==> config.mk <==
export PLATFORM = sky130hd
export DESIGN_NAME = bar_plot_render_flat
export DESIGN_NICKNAME = d
export VERILOG_FILES = /design/src/rtl/bar_plot_if.sv /design/src/rtl/bar_plot_render.sv /design/src/flat_wrapper.sv
export SDC_FILE = /design/constraint.sdc
export NUM_CORES = 1
export LEC_CHECK = 0
export ABC_AREA = 1
export BUFFER_PORTS_ARGS = -buffer_cell sky130_fd_sc_hd__buf_2
export CAP_MARGIN = 30
export CORE_UTILIZATION = 44
export CTS_CLUSTER_SIZE = 25
export DETAILED_ROUTE_END_ITERATION = 8
export PLACE_DENSITY = 0.64
export SETUP_SLACK_MARGIN = 0.02
export SLEW_MARGIN = 40
export SYNTH_ARGS = -nofsm -noshare
export SYNTH_HDL_FRONTEND = slang
export SYNTH_SLANG_ARGS = --single-unit
==> constraint.sdc <==
create_clock -name clk -period 3.3 [get_ports clk]
set_clock_uncertainty 0.05 [all_clocks]
set_input_delay 0.66 -clock clk [delete_from_list [all_inputs] [get_ports clk]]
set_output_delay 0.66 -clock clk [all_outputs]
set_load 0.02 [all_outputs]
==> src/rtl/bar_plot_if.sv <==
// bar_plot_if: control plus SDRAM read/write handshake bundle for bar_plot_render.
interface bar_plot_if;
    logic        en;
    logic        iStart;
    logic        oBusy;
    logic        oDone;
    logic        oSDRAM_Rd_Req;
    logic [23:0] oSDRAM_Rd_Addr;
    logic [15:0] iSDRAM_Data;
    logic        iSDRAM_Rd_Done;
    logic        oSDRAM_Wr_Req;
    logic [23:0] oSDRAM_Wr_Addr;
    logic [15:0] oSDRAM_Wr_Data;
    logic        iSDRAM_Wr_Done;
    modport master (
        input  en, iStart, iSDRAM_Data, iSDRAM_Rd_Done, iSDRAM_Wr_Done,
        output oBusy, oDone, oSDRAM_Rd_Req, oSDRAM_Rd_Addr, oSDRAM_Wr_Req, oSDRAM_Wr_Addr, oSDRAM_Wr_Data
    );
    modport slave (
        output en, iStart, iSDRAM_Data, iSDRAM_Rd_Done, iSDRAM_Wr_Done,
        input  oBusy, oDone, oSDRAM_Rd_Req, oSDRAM_Rd_Addr, oSDRAM_Wr_Req, oSDRAM_Wr_Addr, oSDRAM_Wr_Data
    );
endinterface

==> src/rtl/bar_plot_render.sv <==
// bar_plot_render: reads a photon-count history from SDRAM and redraws it as
// vertical bars into GRAM, column by column, top row first.
module bar_plot_render #(
    parameter int unsigned HIST_BASE   = 384000,
    parameter int unsigned HIST_LEN    = 600,
    parameter int unsigned X_OFS       = 100,
    parameter int unsigned LCD_W       = 800,
    parameter int unsigned LCD_H       = 480,
    parameter int unsigned SCALE_SHIFT = 0,
    parameter logic [15:0] FG          = 16'hFFE0,
    parameter logic [15:0] BG          = 16'h0000
) (
    input logic        clk,
    input logic        rst_n,
    bar_plot_if.master bus
);
    typedef enum logic [2:0] {IDLE, RD, CALC, WR, NEXT_ROW, NEXT_COL, FIN} state_t;
    localparam logic [15:0] H_MAX = 16'(LCD_H - 1);
    localparam logic [15:0] C_MAX = 16'(HIST_LEN - 1);
    localparam logic [23:0] BASE  = 24'(HIST_BASE);
    localparam logic [23:0] PITCH = 24'(LCD_W);
    localparam logic [23:0] XO    = 24'(X_OFS);
    state_t      state_q, state_d;
    logic [15:0] c_q, c_d, r_q, r_d, h_q, h_d, sample_q, sample_d;
    logic [23:0] pa_q, pa_d;
    logic [15:0] scaled;
    always_comb begin
        scaled   = sample_q >> SCALE_SHIFT;
        state_d  = state_q;
        c_d      = c_q;
        r_d      = r_q;
        h_d      = h_q;
        sample_d = sample_q;
        pa_d     = pa_q;
        if (bus.en) begin
            case (state_q)
                IDLE: if (bus.iStart) begin
                    c_d     = '0;
                    state_d = RD;
                end
                RD: if (bus.iSDRAM_Rd_Done) begin
                    sample_d = bus.iSDRAM_Data;
                    state_d  = CALC;
                end
                CALC: begin
                    h_d     = scaled > H_MAX ? H_MAX : scaled;
                    r_d     = '0;
                    pa_d    = XO + {8'd0, c_q};
                    state_d = WR;
                end
                WR: state_d = bus.iSDRAM_Wr_Done ? NEXT_ROW : WR;
                // Pixel address advances by one GRAM row pitch instead of r*LCD_W.
                NEXT_ROW: if (r_q == H_MAX) state_d = NEXT_COL;
                else begin
                    r_d     = r_q + 16'd1;
                    pa_d    = pa_q + PITCH;
                    state_d = WR;
                end
                NEXT_COL: if (c_q == C_MAX) state_d = FIN;
                else begin
                    c_d     = c_q + 16'd1;
                    state_d = RD;
                end
                FIN: state_d = IDLE;
                default: state_d = IDLE;
            endcase
        end
    end
    always_ff @(posedge clk or negedge rst_n) begin
        if (!rst_n) begin
            state_q  <= IDLE;
            c_q      <= '0;
            r_q      <= '0;
            h_q      <= '0;
            sample_q <= '0;
            pa_q     <= '0;
        end else begin
            state_q  <= state_d;
            c_q      <= c_d;
            r_q      <= r_d;
            h_q      <= h_d;
            sample_q <= sample_d;
            pa_q     <= pa_d;
        end
    end
    // Outputs decode straight from registered state so they are quiet while reset is held.
    assign bus.oBusy          = state_q != IDLE && state_q != FIN;
    assign bus.oDone          = state_q == FIN;
    assign bus.oSDRAM_Rd_Req  = state_q == RD;
    assign bus.oSDRAM_Rd_Addr = bus.oSDRAM_Rd_Req ? BASE + {8'd0, c_q} : '0;
    assign bus.oSDRAM_Wr_Req  = state_q == WR;
    assign bus.oSDRAM_Wr_Addr = pa_q;
    assign bus.oSDRAM_Wr_Data = bus.oSDRAM_Wr_Req ? (r_q > H_MAX - h_q ? FG : BG) : '0;
endmodule

==> src/flat_wrapper.sv <==
// flat-port wrapper written by rule: the top's interface ports become plain ports
module bar_plot_render_flat 
#(
    parameter int unsigned HIST_BASE   = 384000,
    parameter int unsigned HIST_LEN    = 600,
    parameter int unsigned X_OFS       = 100,
    parameter int unsigned LCD_W       = 800,
    parameter int unsigned LCD_H       = 480,
    parameter int unsigned SCALE_SHIFT = 0,
    parameter logic [15:0] FG          = 16'hFFE0,
    parameter logic [15:0] BG          = 16'h0000
)
  (clk, rst_n, bus_en, bus_iStart, bus_iSDRAM_Data, bus_iSDRAM_Rd_Done, bus_iSDRAM_Wr_Done, bus_oBusy, bus_oDone, bus_oSDRAM_Rd_Req, bus_oSDRAM_Rd_Addr, bus_oSDRAM_Wr_Req, bus_oSDRAM_Wr_Addr, bus_oSDRAM_Wr_Data);
  bar_plot_if bus_i ();
  input logic clk;
  input logic rst_n;
  input wire logic [$bits(bus_i.en)-1:0] bus_en;
  input wire logic [$bits(bus_i.iStart)-1:0] bus_iStart;
  input wire logic [$bits(bus_i.iSDRAM_Data)-1:0] bus_iSDRAM_Data;
  input wire logic [$bits(bus_i.iSDRAM_Rd_Done)-1:0] bus_iSDRAM_Rd_Done;
  input wire logic [$bits(bus_i.iSDRAM_Wr_Done)-1:0] bus_iSDRAM_Wr_Done;
  output wire logic [$bits(bus_i.oBusy)-1:0] bus_oBusy;
  output wire logic [$bits(bus_i.oDone)-1:0] bus_oDone;
  output wire logic [$bits(bus_i.oSDRAM_Rd_Req)-1:0] bus_oSDRAM_Rd_Req;
  output wire logic [$bits(bus_i.oSDRAM_Rd_Addr)-1:0] bus_oSDRAM_Rd_Addr;
  output wire logic [$bits(bus_i.oSDRAM_Wr_Req)-1:0] bus_oSDRAM_Wr_Req;
  output wire logic [$bits(bus_i.oSDRAM_Wr_Addr)-1:0] bus_oSDRAM_Wr_Addr;
  output wire logic [$bits(bus_i.oSDRAM_Wr_Data)-1:0] bus_oSDRAM_Wr_Data;
  assign bus_i.en = bus_en;
  assign bus_i.iStart = bus_iStart;
  assign bus_i.iSDRAM_Data = bus_iSDRAM_Data;
  assign bus_i.iSDRAM_Rd_Done = bus_iSDRAM_Rd_Done;
  assign bus_i.iSDRAM_Wr_Done = bus_iSDRAM_Wr_Done;
  assign bus_oBusy = bus_i.oBusy;
  assign bus_oDone = bus_i.oDone;
  assign bus_oSDRAM_Rd_Req = bus_i.oSDRAM_Rd_Req;
  assign bus_oSDRAM_Rd_Addr = bus_i.oSDRAM_Rd_Addr;
  assign bus_oSDRAM_Wr_Req = bus_i.oSDRAM_Wr_Req;
  assign bus_oSDRAM_Wr_Addr = bus_i.oSDRAM_Wr_Addr;
  assign bus_oSDRAM_Wr_Data = bus_i.oSDRAM_Wr_Data;
  bar_plot_render #(.HIST_BASE(HIST_BASE), .HIST_LEN(HIST_LEN), .X_OFS(X_OFS), .LCD_W(LCD_W), .LCD_H(LCD_H), .SCALE_SHIFT(SCALE_SHIFT), .FG(FG), .BG(BG)) u_core (.clk(clk), .rst_n(rst_n), .bus(bus_i));
endmodule
### Yosys cells after proc, flatten, opt, wreduce, memory -nomap -nowiden

Index checks and enable logic that the tools add are counted.

* output and inout bits: 68
* word-level logic and storage cells: 54
* latch bits: 0
* bits in registers: 91
* memory bits (read-only): 0
* memories: 0
* bits in writable memories: 0

* $add $sub $neg: 6
* multiplexer cells: 17
* bitwise operators: 0
* multipliers: 0
* reductions and logical operators: 10
* equal/unequal tests: 13
* shift operators: 0
* order comparisons: 2
* divide/modulo/power cells: 0

Operators by type and width (number)
* $mux 16: 6
* $pmux 16 s2: 2
* $mux 24: 2
* $pmux 24 s2: 1
* $add 16x1->16 const B: 2
* $add 24x10->24 const B: 1
* $add 19x16->20 const A: 1
* $pmux 3 s6: 1
* $add 7x16->17 const A: 1
* $eq 16x10->1 const B: 1
* $eq 16x9->1 const B: 1
* $gt 16x16->1: 1
* $gt 16x9->1 const B: 1
* $sub 9x16->16 const A: 1
* $mux 3: 5
* $eq 3x3->1 const B: 3
* $reduce_and 3->1: 3
* $ne 2x2->1 const B: 4
* $eq 3x2->1 const B: 2
* $reduce_and 4->1: 1
* $reduce_bool 2->1: 2
* $eq 3x1->1 const B: 1
* $logic_not 3->1: 1
* $ne 3x3->1 const B: 1
* 3 further kinds: 3

### Depth between registers and ports, before layout

* depth in word-level cells: 4
* gate-level depth with buffers: 16
* mapped depth without buffers: 15

### Least setup slack after synthesis

Ideal clock, no wire load.

* path type: flip-flop to output port
* start: register u_core.h_q[5]
* end: output bus_oSDRAM_Wr_Data[10]
* stages on the path, launching flop included: 16
* path slack: -0.297 ns
* data required time: 2.590 ns
* path buffers: 1
* data arrival time: 2.887 ns
* path through: dfrtp_1 ha_1 nand3_1 nand3_1 nor3_1 nand3_1 xor2_1 ha_1 nand2_1 inv_1 nand3_1 inv_1 nand4_1 nand2_1 a21oi_1 buf_4

* cells in the longest elaborated chain, start to end: 4

RTL lines
* start: declaration: RTL line bar_plot_render.sv:24 `logic [15:0] c_q, c_d, r_q, r_d, h_q, h_d, sample_q, sample_d;`
* start signal: assignment: RTL line bar_plot_render.sv:74 `h_q <= '0;`
* start signal: assignment: RTL line bar_plot_render.sv:81 `h_q <= h_d;`
* $sub 9x16->16: RTL line bar_plot_render.sv:93 `assign bus.oSDRAM_Wr_Data = bus.oSDRAM_Wr_Req ? (r_q > H_MAX - h_q ? FG : BG) : '0;`
* $gt 16x16->1: RTL line bar_plot_render.sv:93
* $mux 16 (2 in series): RTL line bar_plot_render.sv:93
* end: declaration: RTL line flat_wrapper.sv:28 `output wire logic [$bits(bus_i.oSDRAM_Wr_Data)-1:0] bus_oSDRAM_Wr_Data;`

No other way between the ends.

### Final worst setup path

* start: register u_core.h_q[6]
* end: output bus_oSDRAM_Wr_Data[15]

The elaborated chain is that of the path after synthesis.

==> results by group <==
Routing
  – Via density per instance: 5.150
  – ANT nets after route: 0
  – Initial DRC count: 395
  – Final routed DRC violation total: 0
  – Length of the first detailed-routing pass in iterations: 7
  – Mean routed wirelength per cell: approximately 14 um
  – DRT Wirelength: 14780 um
  – Via count of the routed design: between 5000 and 6000

Clock network
  – CTS tree: built
  – Depth of the CTS H-tree: 3
  – Number of buffers on the longest clock path: 2
  – Number of buffers created by CTS: 9
  – Num Clock Sinks: 91
  – Clock root buffer master: sky130_fd_sc_hd__clkbuf_16
  – Clock Latency Late Sink: about 350 ps
  – CTS clk-pin slew, worst paths: 70 ps

Timing
  – Period minus WS final: ~3400 ps
  – Number of hold violations in the final report: 0
  – Worst Max-Slew Pin Slew: 663.0 ps
  – Post-Route Hold Slack: ~290 ps
  – Final slew viol count: 0
  – F_max: 291.4 MHz
  – Relative slew slack: a little under three fifths
  – Setup repair after global routing missed its margin: true
  – Final WS setup: -131.7 ps
  – Share of the cycle needed by the critical path after routing: 104.0%
  – Count of final setup violators: 11

Power
  – Switching component of the power: 1.751 mW
  – Proportion of power drawn by combinational gates: between 30% and 40%
  – Total Power Consumption: 4.305 mW
  – Portion of total power attributed to the clock network: about a quarter
  – Fraction of power consumed by sequential logic: 37.4%
  – Switch share: 40.67%
  – Leakage: between 3 and 4 nW
  – Power density normalized to cell area: 616.4 mW/mm^2
  – Design internal power: 2.554 mW
  – VDD IR max: 377.9 uV

Outcome
  – Violations in the final reports: negative setup slack
  – Run status: finished, violations left

Cells and area
  – Number of nets in the layout: between 900 and 1000
  – Area growth from synthesis to final layout: 15.74%
  – Fill cell instance count of the final layout: between 1000 and 1500
  – Inserted Diodes: 0
  – Final Instance Area: about 0.007 sq mm
  – Final standard cell count with taps included and fillers excluded: 1066
  – Fraction of final layout cells sized beyond drive strength 1: 17.98%

Global routing
  – Pin count of the biggest net entering global routing: 52
  – Leftover overflow at the end of global routing: 0
  – Antenna violations before repair: 0
  – Vias in the first global route: 4847
  – Overall fraction of global-route tracks in use: 21.41%
  – Global-route wire length before repair: between 20000 and 25000 um

Worst setup path
  – RR Startpoint: u_core.state_q[1]$_DFFE_PN0P_
  – Combined buffer and inverter count along the critical path: 3
  – Crit Path Category: reg -> out
  – Required @ worst endpoint: 2590 ps
  – Sort of element at the end of the critical path: primary output
  – Dominant delay contributor by cell family on the critical path: simple AND/OR/NAND/NOR gates
  – Register-to-Register Path Depth: 9
  – Setup slack of the most critical reg-to-reg path: roughly 1200 ps
  – Ordered list of cells on the worst path: ha_4 > nand3_4 > nand3_4 > nor3_4 > nand3_1 > xor2_1 > ha_1 > nand2_2 > inv_2 > nand3_2 > inv_4 > nand4_1 > nand2_2 > a21oi_4 > buf_6
  – Slowest cell delay on critical path: around 420 ps
  – Worst setup SP type: register
  – End of the worst register-to-register path: u_core.bus.oSDRAM_Wr_Addr[22]$_DFFE_PN0P_
  – Max FO, Critical Path: 6
  – WP data arrival: 2720 ps
  – CP max-delay cell: sky130_fd_sc_hd__dfrtp_1

Yosys
  – List of most frequent post-synthesis cells: 202 x sky130_fd_sc_hd__nand2_1, 97 x sky130_fd_sc_hd__nor2_1, 91 x sky130_fd_sc_hd__dfrtp_1
  – Async set-or-reset flop fraction in the synthesized netlist: 100.0%
  – Largest area contributor in the synthesized netlist: sky130_fd_sc_hd__dfrtp_1
  – Syn Area/Cell: 7.403 sq um
  – Flops & latches, synth: 91
  – Unique cell type count in the Yosys netlist: 41
  – Synth Cell Area: ~0.006 sq mm
  – Ranking of synthesized cells by area: sky130_fd_sc_hd__dfrtp_1 38%, sky130_fd_sc_hd__nand2_1 13%, sky130_fd_sc_hd__nor2_1 6.0%
  – Top-count cell post-synth: sky130_fd_sc_hd__nand2_1
  – Fraction of the yosys area taken by sequential cells: 37.74%
  – Number of warnings printed during yosys synthesis: 0
  – Post-synth top area share: 37.74%
  – Post-synthesis instance total: about 820
  – Number of synthesized flops with an enable pin: 0
  – Top_reg_cell synth: sky130_fd_sc_hd__dfrtp_1

Flow run
  – Max-cap viol count: 0

Placed design
  – Sum of net half-perimeters after detailed placement: around 11000 um
  – Worst Setup Slack post-DPL: 75.76 ps
  – Total of buffers placed on input and output ports: 79
  – Placed standard-cell area: about 0.0065 sq mm
  – Placed cell count: ~1000
  – Routability cong.: 0.8947

Floorplan
  – Horizontal die dimension: 119.1 um
  – Area of the core: 0.01330 sq mm
  – Full die area: 0.01418 sq mm
  – Std-Cell Rows: 42
  – Total I/O pin count: 90
  – Die Y: about 120 um
  – Starting density of the core: 45.38%

Worst hold path
  – Min-delay worst type: in -> async
-- stage by stage --
stage | TNS (ps) | utilization, %
after floorplan | 0 | -
after global placement | 0 | 48.75
after detailed placement | 0 | 48.75
after CTS | -1542 | 51.93
after global routing | -3480 | 52.52
final | -1295 | 52.52
-- worst reg2reg max path, stage by stage (launching register included) --
cell	delay (ps)
sky130_fd_sc_hd__dfrtp_1	500
sky130_fd_sc_hd__nor2_4	210
sky130_fd_sc_hd__nand2_4	170
sky130_fd_sc_hd__a21oi_4	270
sky130_fd_sc_hd__nand2_4	160
sky130_fd_sc_hd__inv_2	400
sky130_fd_sc_hd__nand2_1	110
sky130_fd_sc_hd__nand2_1	80
sky130_fd_sc_hd__inv_1	30
sky130_fd_sc_hd__nor2_1	90
-- state kept, by name, summed over array words and instances, names as in the netlist --
register and cells:
u_core.bus.oSDRAM_Wr_Addr 24, u_core.c_q 16, u_core.h_q 16, u_core.r_q 16, u_core.sample_q 16, u_core.state_q 3
-- cells in the final DEF (no fill, tap or decap), types with 8 or more instances in the layout --
cell	instances
sky130_fd_sc_hd__nand2_1	200
sky130_fd_sc_hd__nor2_1	95
sky130_fd_sc_hd__dfrtp_1	91
sky130_fd_sc_hd__inv_1	76
sky130_fd_sc_hd__buf_2	71
sky130_fd_sc_hd__nand3_1	63
sky130_fd_sc_hd__o21ai_0	60
sky130_fd_sc_hd__nand4_1	28
sky130_fd_sc_hd__a21oi_1	26
sky130_fd_sc_hd__ha_1	24
sky130_fd_sc_hd__xor2_1	18
sky130_fd_sc_hd__nor3_1	17
sky130_fd_sc_hd__buf_4	13
sky130_fd_sc_hd__mux2_4	10
sky130_fd_sc_hd__conb_1	10
sky130_fd_sc_hd__clkbuf_16	9
sky130_fd_sc_hd__o21ai_1	8
-- layout make-up --
class	count	area, sq um	area share [%]
clock buffer	9	225.2	3.225
clock inverter	6	80.08	1.147
inverter	82	310.3	4.444
multi-input combinational	611	3329	47.68
sequential	91	2277	32.61
tap	176	220.2	3.154
timing repair buffer	91	540.5	7.741
-- cells by family (layout without fill, tap and decap cells) --
group                      Yosys count  in the layout  synth area share [%]
AOI/OAI and AO/OA                  111            112                 9.913
xor gates and xnor gates            20             20                 2.903
adders and majority gates           25             25                 5.185
buffers and inverters              123            188                 9.622
DFF                                 91             91                 37.74
muxes                               16             16                 3.608
other                                1             10               0.06216
and+or+nand+nor                    428            428                 30.96
-- power groups by stage --
stage | logic (mW) | registers (mW) | clock network, mW
2_1_floorplan | 1.08 | 1.64 | 0
5_1_grt | 1.78 | 1.65 | 1.16
4_1_cts | 1.56 | 1.60 | 1.12
3_3_place_gp | 1.47 | 1.61 | 0
6_report | 1.60 | 1.61 | 1.09
3_5_place_dp | 1.48 | 1.62 | 0
-- worst max path at each step --
stage	startpoint	end	slack [ps]	cells after the start
finish	u_core.h_q[6]$_DFFE_PN0P_	bus_oSDRAM_Wr_Data[15]	-130	15
detailed placement	u_core.h_q[5]$_DFFE_PN0P_	bus_oSDRAM_Wr_Data[14]	80	14
global placement	u_core.h_q[6]$_DFFE_PN0P_	bus_oSDRAM_Wr_Data[11]	110	14
floorplan	u_core.h_q[5]$_DFFE_PN0P_	bus_oSDRAM_Wr_Data[10]	130	15
global route	u_core.h_q[6]$_DFFE_PN0P_	bus_oSDRAM_Wr_Data[15]	-340	15
CTS	u_core.h_q[6]$_DFFE_PN0P_	bus_oSDRAM_Wr_Data[6]	-140	13
-- layer usage --
| metal | wire, um | GRT usage [%] |
|---|---|---|
| met1 | 7288 | 30.76 |
| met2 | 6519 | 32.16 |
| met3 | 748 | 4.262 |
| met4 | 221 | 6.804 |
| met5 | 0 | 0 |
-- timing repair --
action	CTS	global route
setup endpoints to repair	11	11
cloned	1	0
buffers inserted	4	2
hold buffers	0	0
endpoints found under the hold margin	0	0
resized for setup	22	15
pin swaps	9	10
No activity file was read; power rests on OpenSTA's default activity.
